## src/rtl/move_sequencer.sv

```systemverilog
// move_sequencer: sequences one move command for the PID steering datapath.
// Each move aligns in place, ramps forward speed up while counting IR lines,
// ramps speed back down, then pulses mv_done.
// Optional build macro FAST_SIM_EN: steeper ramp steps (x4 up, x8 down).
module move_sequencer #(
  parameter logic [9:0]  FRWRD_INC    = 10'h018,
  parameter logic [9:0]  MAX_FRWRD    = 10'h2A0,
  parameter logic [11:0] HDG_TOL      = 12'h02C,
  parameter int          LINES_PER_SQ = 2
) (
  input  logic        clk,
  input  logic        rst_n,
  input  logic        mv_vld,
  output logic        mv_rdy,
  input  logic [11:0] mv_hdg,
  input  logic [3:0]  mv_sqrs,
  input  logic [11:0] heading,
  input  logic        heading_rdy,
  input  logic        cntrIR,
  output logic [11:0] error,
  output logic        err_vld,
  output logic [9:0]  frwrd,
  output logic        moving,
  output logic        mv_done
);

  typedef enum logic [2:0] {
    IDLE,
    ALIGN,
    DECIDE,
    RAMP_UP,
    RAMP_DOWN,
    DONE
  } state_t;

`ifdef FAST_SIM_EN
  localparam logic [10:0] UP_STEP = {1'b0, FRWRD_INC} << 2;
  localparam logic [10:0] DN_STEP = {1'b0, FRWRD_INC} << 3;
`else
  localparam logic [10:0] UP_STEP = {1'b0, FRWRD_INC};
  localparam logic [10:0] DN_STEP = {1'b0, FRWRD_INC} << 1;
`endif

  localparam logic [5:0] LINES_W = 6'(LINES_PER_SQ);

  state_t      state_q, state_d;
  logic [11:0] error_q, error_d;
  logic        err_vld_q, err_vld_d;
  logic [9:0]  frwrd_q, frwrd_d;
  logic [11:0] hdg_q, hdg_d;
  logic [3:0]  sqrs_q, sqrs_d;
  logic [5:0]  cnt_q, cnt_d;
  logic        ir_q, ir_d;

  logic [11:0] abs_err;
  logic        align_ok;
  logic [10:0] up_sum;
  logic [9:0]  up_val;
  logic [9:0]  dn_val;
  logic        ir_edge;
  logic [5:0]  target;

  // Magnitude of the registered error; -2048 has no positive twin, clamp it
  assign abs_err  = !error_q[11]        ? error_q :
                    (error_q == 12'h800) ? 12'h7FF : (~error_q + 12'd1);
  assign align_ok = err_vld_q && (abs_err < HDG_TOL);

  // Saturating speed arithmetic: 11-bit sum so the ceiling compare cannot wrap
  assign up_sum = {1'b0, frwrd_q} + UP_STEP;
  assign up_val = (up_sum > {1'b0, MAX_FRWRD}) ? MAX_FRWRD : up_sum[9:0];
  assign dn_val = ({1'b0, frwrd_q} > DN_STEP) ? (frwrd_q - DN_STEP[9:0]) : 10'd0;

  assign ir_edge = cntrIR && !ir_q;
  assign target  = {2'b00, sqrs_q} * LINES_W;

  // Next-state, datapath updates and error generation for the move sequence
  always_comb begin
    state_d   = state_q;
    hdg_d     = hdg_q;
    sqrs_d    = sqrs_q;
    cnt_d     = cnt_q;
    frwrd_d   = frwrd_q;
    ir_d      = cntrIR;
    error_d   = error_q;
    err_vld_d = 1'b0;

    if (heading_rdy && (state_q != IDLE)) begin
      error_d   = heading - hdg_q;
      err_vld_d = 1'b1;
    end

    case (state_q)
      IDLE: begin
        frwrd_d = 10'd0;
        if (mv_vld) begin
          hdg_d   = mv_hdg;
          sqrs_d  = mv_sqrs;
          cnt_d   = 6'd0;
          state_d = ALIGN;
        end
      end
      ALIGN: begin
        frwrd_d = 10'd0;
        if (align_ok) state_d = DECIDE;
      end
      DECIDE: begin
        frwrd_d = 10'd0;
        state_d = (sqrs_q == 4'd0) ? DONE : RAMP_UP;
      end
      RAMP_UP: begin
        if (heading_rdy) frwrd_d = up_val;
        if (ir_edge)     cnt_d   = cnt_q + 6'd1;
        if (cnt_d == target) state_d = RAMP_DOWN;
      end
      RAMP_DOWN: begin
        if (heading_rdy) frwrd_d = dn_val;
        if (frwrd_q == 10'd0) state_d = DONE;
      end
      DONE: begin
        frwrd_d = 10'd0;
        state_d = IDLE;
      end
      default: begin
        frwrd_d = 10'd0;
        state_d = IDLE;
      end
    endcase
  end

  // State and datapath registers, cleared asynchronously
  always_ff @(posedge clk or negedge rst_n) begin
    if (!rst_n) begin
      state_q   <= IDLE;
      error_q   <= 12'd0;
      err_vld_q <= 1'b0;
      frwrd_q   <= 10'd0;
      hdg_q     <= 12'd0;
      sqrs_q    <= 4'd0;
      cnt_q     <= 6'd0;
      ir_q      <= 1'b0;
    end else begin
      state_q   <= state_d;
      error_q   <= error_d;
      err_vld_q <= err_vld_d;
      frwrd_q   <= frwrd_d;
      hdg_q     <= hdg_d;
      sqrs_q    <= sqrs_d;
      cnt_q     <= cnt_d;
      ir_q      <= ir_d;
    end
  end

  assign error   = error_q;
  assign err_vld = err_vld_q;
  assign frwrd   = frwrd_q;
  assign mv_rdy  = (state_q == IDLE);
  assign mv_done = (state_q == DONE);
  assign moving  = (state_q == ALIGN) || (state_q == DECIDE) ||
                   (state_q == RAMP_UP) || (state_q == RAMP_DOWN);

endmodule
```

## config.mk

```make
export PLATFORM = sky130hd
export DESIGN_NAME = move_sequencer
export DESIGN_NICKNAME = d
export VERILOG_FILES = /design/src/rtl/move_sequencer.sv
export SDC_FILE = /design/constraint.sdc
export NUM_CORES = 1
export LEC_CHECK = 0
export CAP_MARGIN = 0
export CORE_UTILIZATION = 47
export DETAILED_ROUTE_END_ITERATION = 8
export MAX_ROUTING_LAYER = met4
export PLACE_DENSITY_LB_ADDON = 0.3
export SYNTH_ARGS = -nofsm -noshare
export SYNTH_HDL_FRONTEND = slang
export SYNTH_SLANG_ARGS = --single-unit
```

## constraint.sdc

```tcl
create_clock -name clk -period 4.45 [get_ports clk]
set_input_delay 1.335 -clock clk [delete_from_list [all_inputs] [get_ports clk]]
set_output_delay 1.335 -clock clk [all_outputs]
set_load 0.01 [all_outputs]
```

==> flow_summary.rst <==
.. list-table::
   :header-rows: 1

   * - Metric
     - Value
   * - 1st-iter DRT viols
     - 125
   * - Max-slew violations
     - 0
   * - Share of the synthesized area in compound gates (AO/OA/AOI/OAI)
     - 21.8%
   * - CP Max Fanout
     - 3
   * - Slowest cell on crit path
     - sky130_fd_sc_hd__clkdlybuf4s50_1
   * - Min Clock Period, post-route
     - 3290 ps
   * - Share of synthesized cell area in and, or, nand and nor gates
     - 19.0%
   * - Number of design rule violations left after detail routing
     - 0
   * - Antenna cell count
     - 0
   * - Horizontal die dimension
     - 83.0 um
   * - EDFF count, synth
     - 0
   * - Routed wire length
     - 6780 um
   * - Clock Sinks
     - 46
   * - Drt first pass iters
     - 4
   * - CTS buffer count
     - 5
   * - Cell count of the worst reg-to-reg path
     - 8
   * - Class of the most critical setup path
     - primary input to flop
   * - Yosys Warn Count
     - 0
   * - Synthesized netlist cell count
     - 359
   * - Vert. Die Dim
     - 83.0 um
   * - Average routed wire per standard cell
     - 14.1 um
   * - Quantity of gates resized following cts
     - 0
   * - Max Clk Rate
     - 304 MHz
   * - Tot Pwr
     - 2190 uW
   * - Portion of netlist area occupied by mux cells
     - 2.52%
   * - Clock tree from TritonCTS
     - yes
   * - Post-synthesis adder-cell area fraction
     - 7.55%
   * - Area fraction of the dominant cell type after synthesis
     - 37.3%
   * - Largest incremental delay on the critical path
     - 450 ps
   * - Ordered cell list for the critical path
     - clkdlybuf4s50_1 -> inv_1 -> ha_1 -> fa_1 -> nor2b_1 -> o21ai_0 -> a21oi_1 -> o211ai_1 -> and3_1 -> o31ai_1
   * - Most common cell after layout, fill and taps aside
     - sky130_fd_sc_hd__clkdlybuf4s50_1
   * - HPWL after detailed placement
     - 5110 um
   * - Element type at the critical path end
     - flop
   * - Clock share of power
     - 11.4%
   * - H-tree lvl count
     - 2
   * - Proportion of layout cells with a drive suffix above 1
     - 5.20%
   * - Sw frac
     - 41.6%
   * - Number of buffers between clock root and the deepest sink
     - 2
   * - Leakage power figure
     - 0.00159 uW
   * - Post-synth design cell area
     - 3080 um^2
   * - Hold_buf cts
     - 0
   * - Via count of the first global-routing pass
     - 2610
   * - Effective utilization at floorplan
     - 48.6%
   * - Sequential element share of the synthesized area
     - 37.3%
   * - Cell Area, Placed
     - 3630 um^2
   * - Cell depth of the worst min-delay path
     - 1
   * - Total track usage
     - 22.4%
   * - Most frequent cells in the layout
     - sky130_fd_sc_hd__clkdlybuf4s50_1, sky130_fd_sc_hd__nand2_1, sky130_fd_sc_hd__dfrtp_1
   * - Result of the run
     - complete, no violations
   * - Kind of cell adding the most delay to the critical path
     - compound AO/OA/AOI/OAI gates
   * - Cell type with the largest total area after synthesis
     - sky130_fd_sc_hd__dfrtp_1
   * - Power spent charging and discharging nets
     - 913 uW
   * - Buffer cell driving the clock tree root
     - sky130_fd_sc_hd__clkbuf_8
   * - Number of buffers and inverters on the critical path
     - 2
   * - Cells taking the most area after synthesis
     - sky130_fd_sc_hd__dfrtp_1, sky130_fd_sc_hd__o21ai_0, sky130_fd_sc_hd__ha_1
   * - Launching element type of the critical path
     - primary input
   * - Setup repair after global routing missed its margin
     - no
   * - Fraction of synthesis flops using an asynchronous set or reset pin
     - 100%
   * - DR vias
     - 2674
   * - Power Dens Cells
     - 592 nW/um^2
   * - Actual slew at the worst max-slew pin
     - 1050 ps
   * - Hold violation total from the final report
     - 0
   * - Number of cells on the critical path
     - 10
   * - RD Place Congestion
     - 0.942
   * - Accumulated negative setup slack
     - 0 ps
   * - Final worst path period share
     - 74.0%
   * - Std-Cell Rows
     - 29
   * - Relative area change from synthesis to final layout
     - 20.2%
   * - Headroom to the max-slew limit
     - 30.2%
   * - Floorplan die area
     - 6890 um^2
   * - Ys flop type
     - sky130_fd_sc_hd__dfrtp_1
   * - Net count of the finished layout
     - 455
   * - Post-CTS clock slew at the launch and capture registers of the worst setup and hold paths
     - 90 ps
   * - XOR/XNOR Fraction of Synth Area
     - 4.83%
   * - Setup violations, final
     - 0
   * - Initial antenna violation count
     - 0
   * - VDD IR-drop max
     - 0.305 mV
   * - I/O pins
     - 59
   * - Seq cells post-synth
     - 46
   * - Cell area after layout
     - 3710 um^2
   * - Count of buffers inserted at the top-level ports
     - 55
   * - Type of the tightest min-delay check
     - flop to flop
   * - Largest family of logic cells by synthesized area
     - compound AO/OA/AOI/OAI gates
   * - Wire length of the first global-routing pass
     - 12200 um
   * - Pin count of the biggest net entering global routing
     - 47
   * - CORE AREA
     - 6350 um^2
   * - Max-capacitance violation count
     - 0
   * - Number of vias per cell
     - 5.56
   * - Count of different cell masters after synthesis
     - 58
   * - Clock skew after layout
     - 3.58 ps
   * - Comb power frac
     - 53.6%
   * - Setup bufs post-CTS
     - 0
   * - Number of nets with antenna violations after routing
     - 0
   * - Power Internal
     - 1280 uW
   * - Arr. time, crit path
     - 3500 ps
   * - Clock latency of the later-clocked register in the worst-skew pair
     - 300 ps
   * - Overall overflow remaining after global route
     - 0
   * - Sequential power share
     - 35.0%
   * - Mean instance size in the synthesized netlist
     - 8.59 um^2
   * - CP required
     - 4660 ps
synthesized netlist by cell type (3+ instances only):
cell type	n
sky130_fd_sc_hd__nor3_1	5
sky130_fd_sc_hd__a21o_1	4
sky130_fd_sc_hd__a21oi_1	19
sky130_fd_sc_hd__nand2b_1	4
sky130_fd_sc_hd__or3_1	4
sky130_fd_sc_hd__xnor2_1	10
sky130_fd_sc_hd__nand2_1	48
sky130_fd_sc_hd__nand3_1	5
sky130_fd_sc_hd__a221oi_1	3
sky130_fd_sc_hd__and3b_1	5
sky130_fd_sc_hd__clkbuf_1	10
sky130_fd_sc_hd__nor2_1	18
sky130_fd_sc_hd__o211ai_1	5
sky130_fd_sc_hd__a31oi_1	4
sky130_fd_sc_hd__mux2_2	6
sky130_fd_sc_hd__nor2b_1	4
sky130_fd_sc_hd__buf_2	4
sky130_fd_sc_hd__o31ai_1	5
sky130_fd_sc_hd__o21ai_0	45
sky130_fd_sc_hd__xor2_1	7
sky130_fd_sc_hd__inv_1	26
sky130_fd_sc_hd__ha_1	17
sky130_fd_sc_hd__o21a_1	4
sky130_fd_sc_hd__dfrtp_1	46
sky130_fd_sc_hd__buf_4	4
sky130_fd_sc_hd__and3_1	3
routing by layer:
| metal | share of wire (%) | wire, um | GRT usage, % | up-vias |
|---|---|---|---|---|
| met5 | 0 | 0 | - | - |
| met4 | 1.6 | 110 | 7.37 | 0 |
| met3 | 3.8 | 260 | 3.68 | 9 |
| met1 | 46 | 3090 | 29.1 | 1240 |
| li1 | - | - | - | 1353 |
| met2 | 49 | 3320 | 36.0 | 72 |
stage by stage:
stage	hold WS [ps]	instances	setup WS (ps)	util, %
after floorplan	485	361	1500	-
after global placement	498	474	870	57.1
after detailed placement	510	474	842	57.1
after CTS	532	481	1160	58.4
after global routing	571	481	1010	58.4
final	533	481	1160	58.4
flip-flops by register name, summed over array words and instances, names as in the netlist:
register	cells
error	12
hdg_q	12
frwrd	7
cnt_q	6
sqrs_q	4
state_q	3
err_vld	1
ir_q	1
power groups by stage:
stage | Sequential, uW | Combinational, uW | Clock (uW)
6_report | 768 | 1180 | 250
5_1_grt | 805 | 1330 | 276
4_1_cts | 767 | 1180 | 257
3_5_place_dp | 776 | 1180 | 0
3_3_place_gp | 768 | 1150 | 0
2_1_floorplan | 728 | 833 | 0
worst reg2reg max path, stage by stage (launching register included):
cell	delay [ps]
sky130_fd_sc_hd__dfrtp_1	480
sky130_fd_sc_hd__inv_1	130
sky130_fd_sc_hd__ha_1	260
sky130_fd_sc_hd__and3b_1	300
sky130_fd_sc_hd__and3_2	240
sky130_fd_sc_hd__xor2_1	310
sky130_fd_sc_hd__nor2_1	90
sky130_fd_sc_hd__a221oi_1	250
sky130_fd_sc_hd__o21ai_0	110
cells by family (layout without fill, tap and decap cells):
family          Yosys count  after routing
buf+inv                  46             89
fa+ha+maj                18             18
flops                    46             46
simple gates            116            116
mux                       7              7
compound gates          108            108
xor+xnor                 17             17
other cells               1              3
path summary, 6_finish.rpt:
check | to | slack [ps] | start
worst max-delay path | error[10] | 1160 | heading[0]
worst min-delay path | hdg_q[0] | 530 | hdg_q[0]
worst max register to register | frwrd[8] | 2160 | frwrd[4]
worst min register to register | hdg_q[0] | 530 | hdg_q[0]
max in group asynchronous | hdg_q[4] | 2590 | rst_n
min in group asynchronous | cnt_q[0] | 1210 | rst_n
layout make-up:
class                           instances  area, um^2
Fill cell                             574        2640
Sequential cell                        46        1150
Multi-Input combinational cell        269        1730
Inverter                               26        97.6
Tap cell                               77        96.3
Timing Repair Buffer                   56         553
Clock buffer                            6        72.6
Clock inverter                          1        7.51
Power figures use the tool's default switching activity.
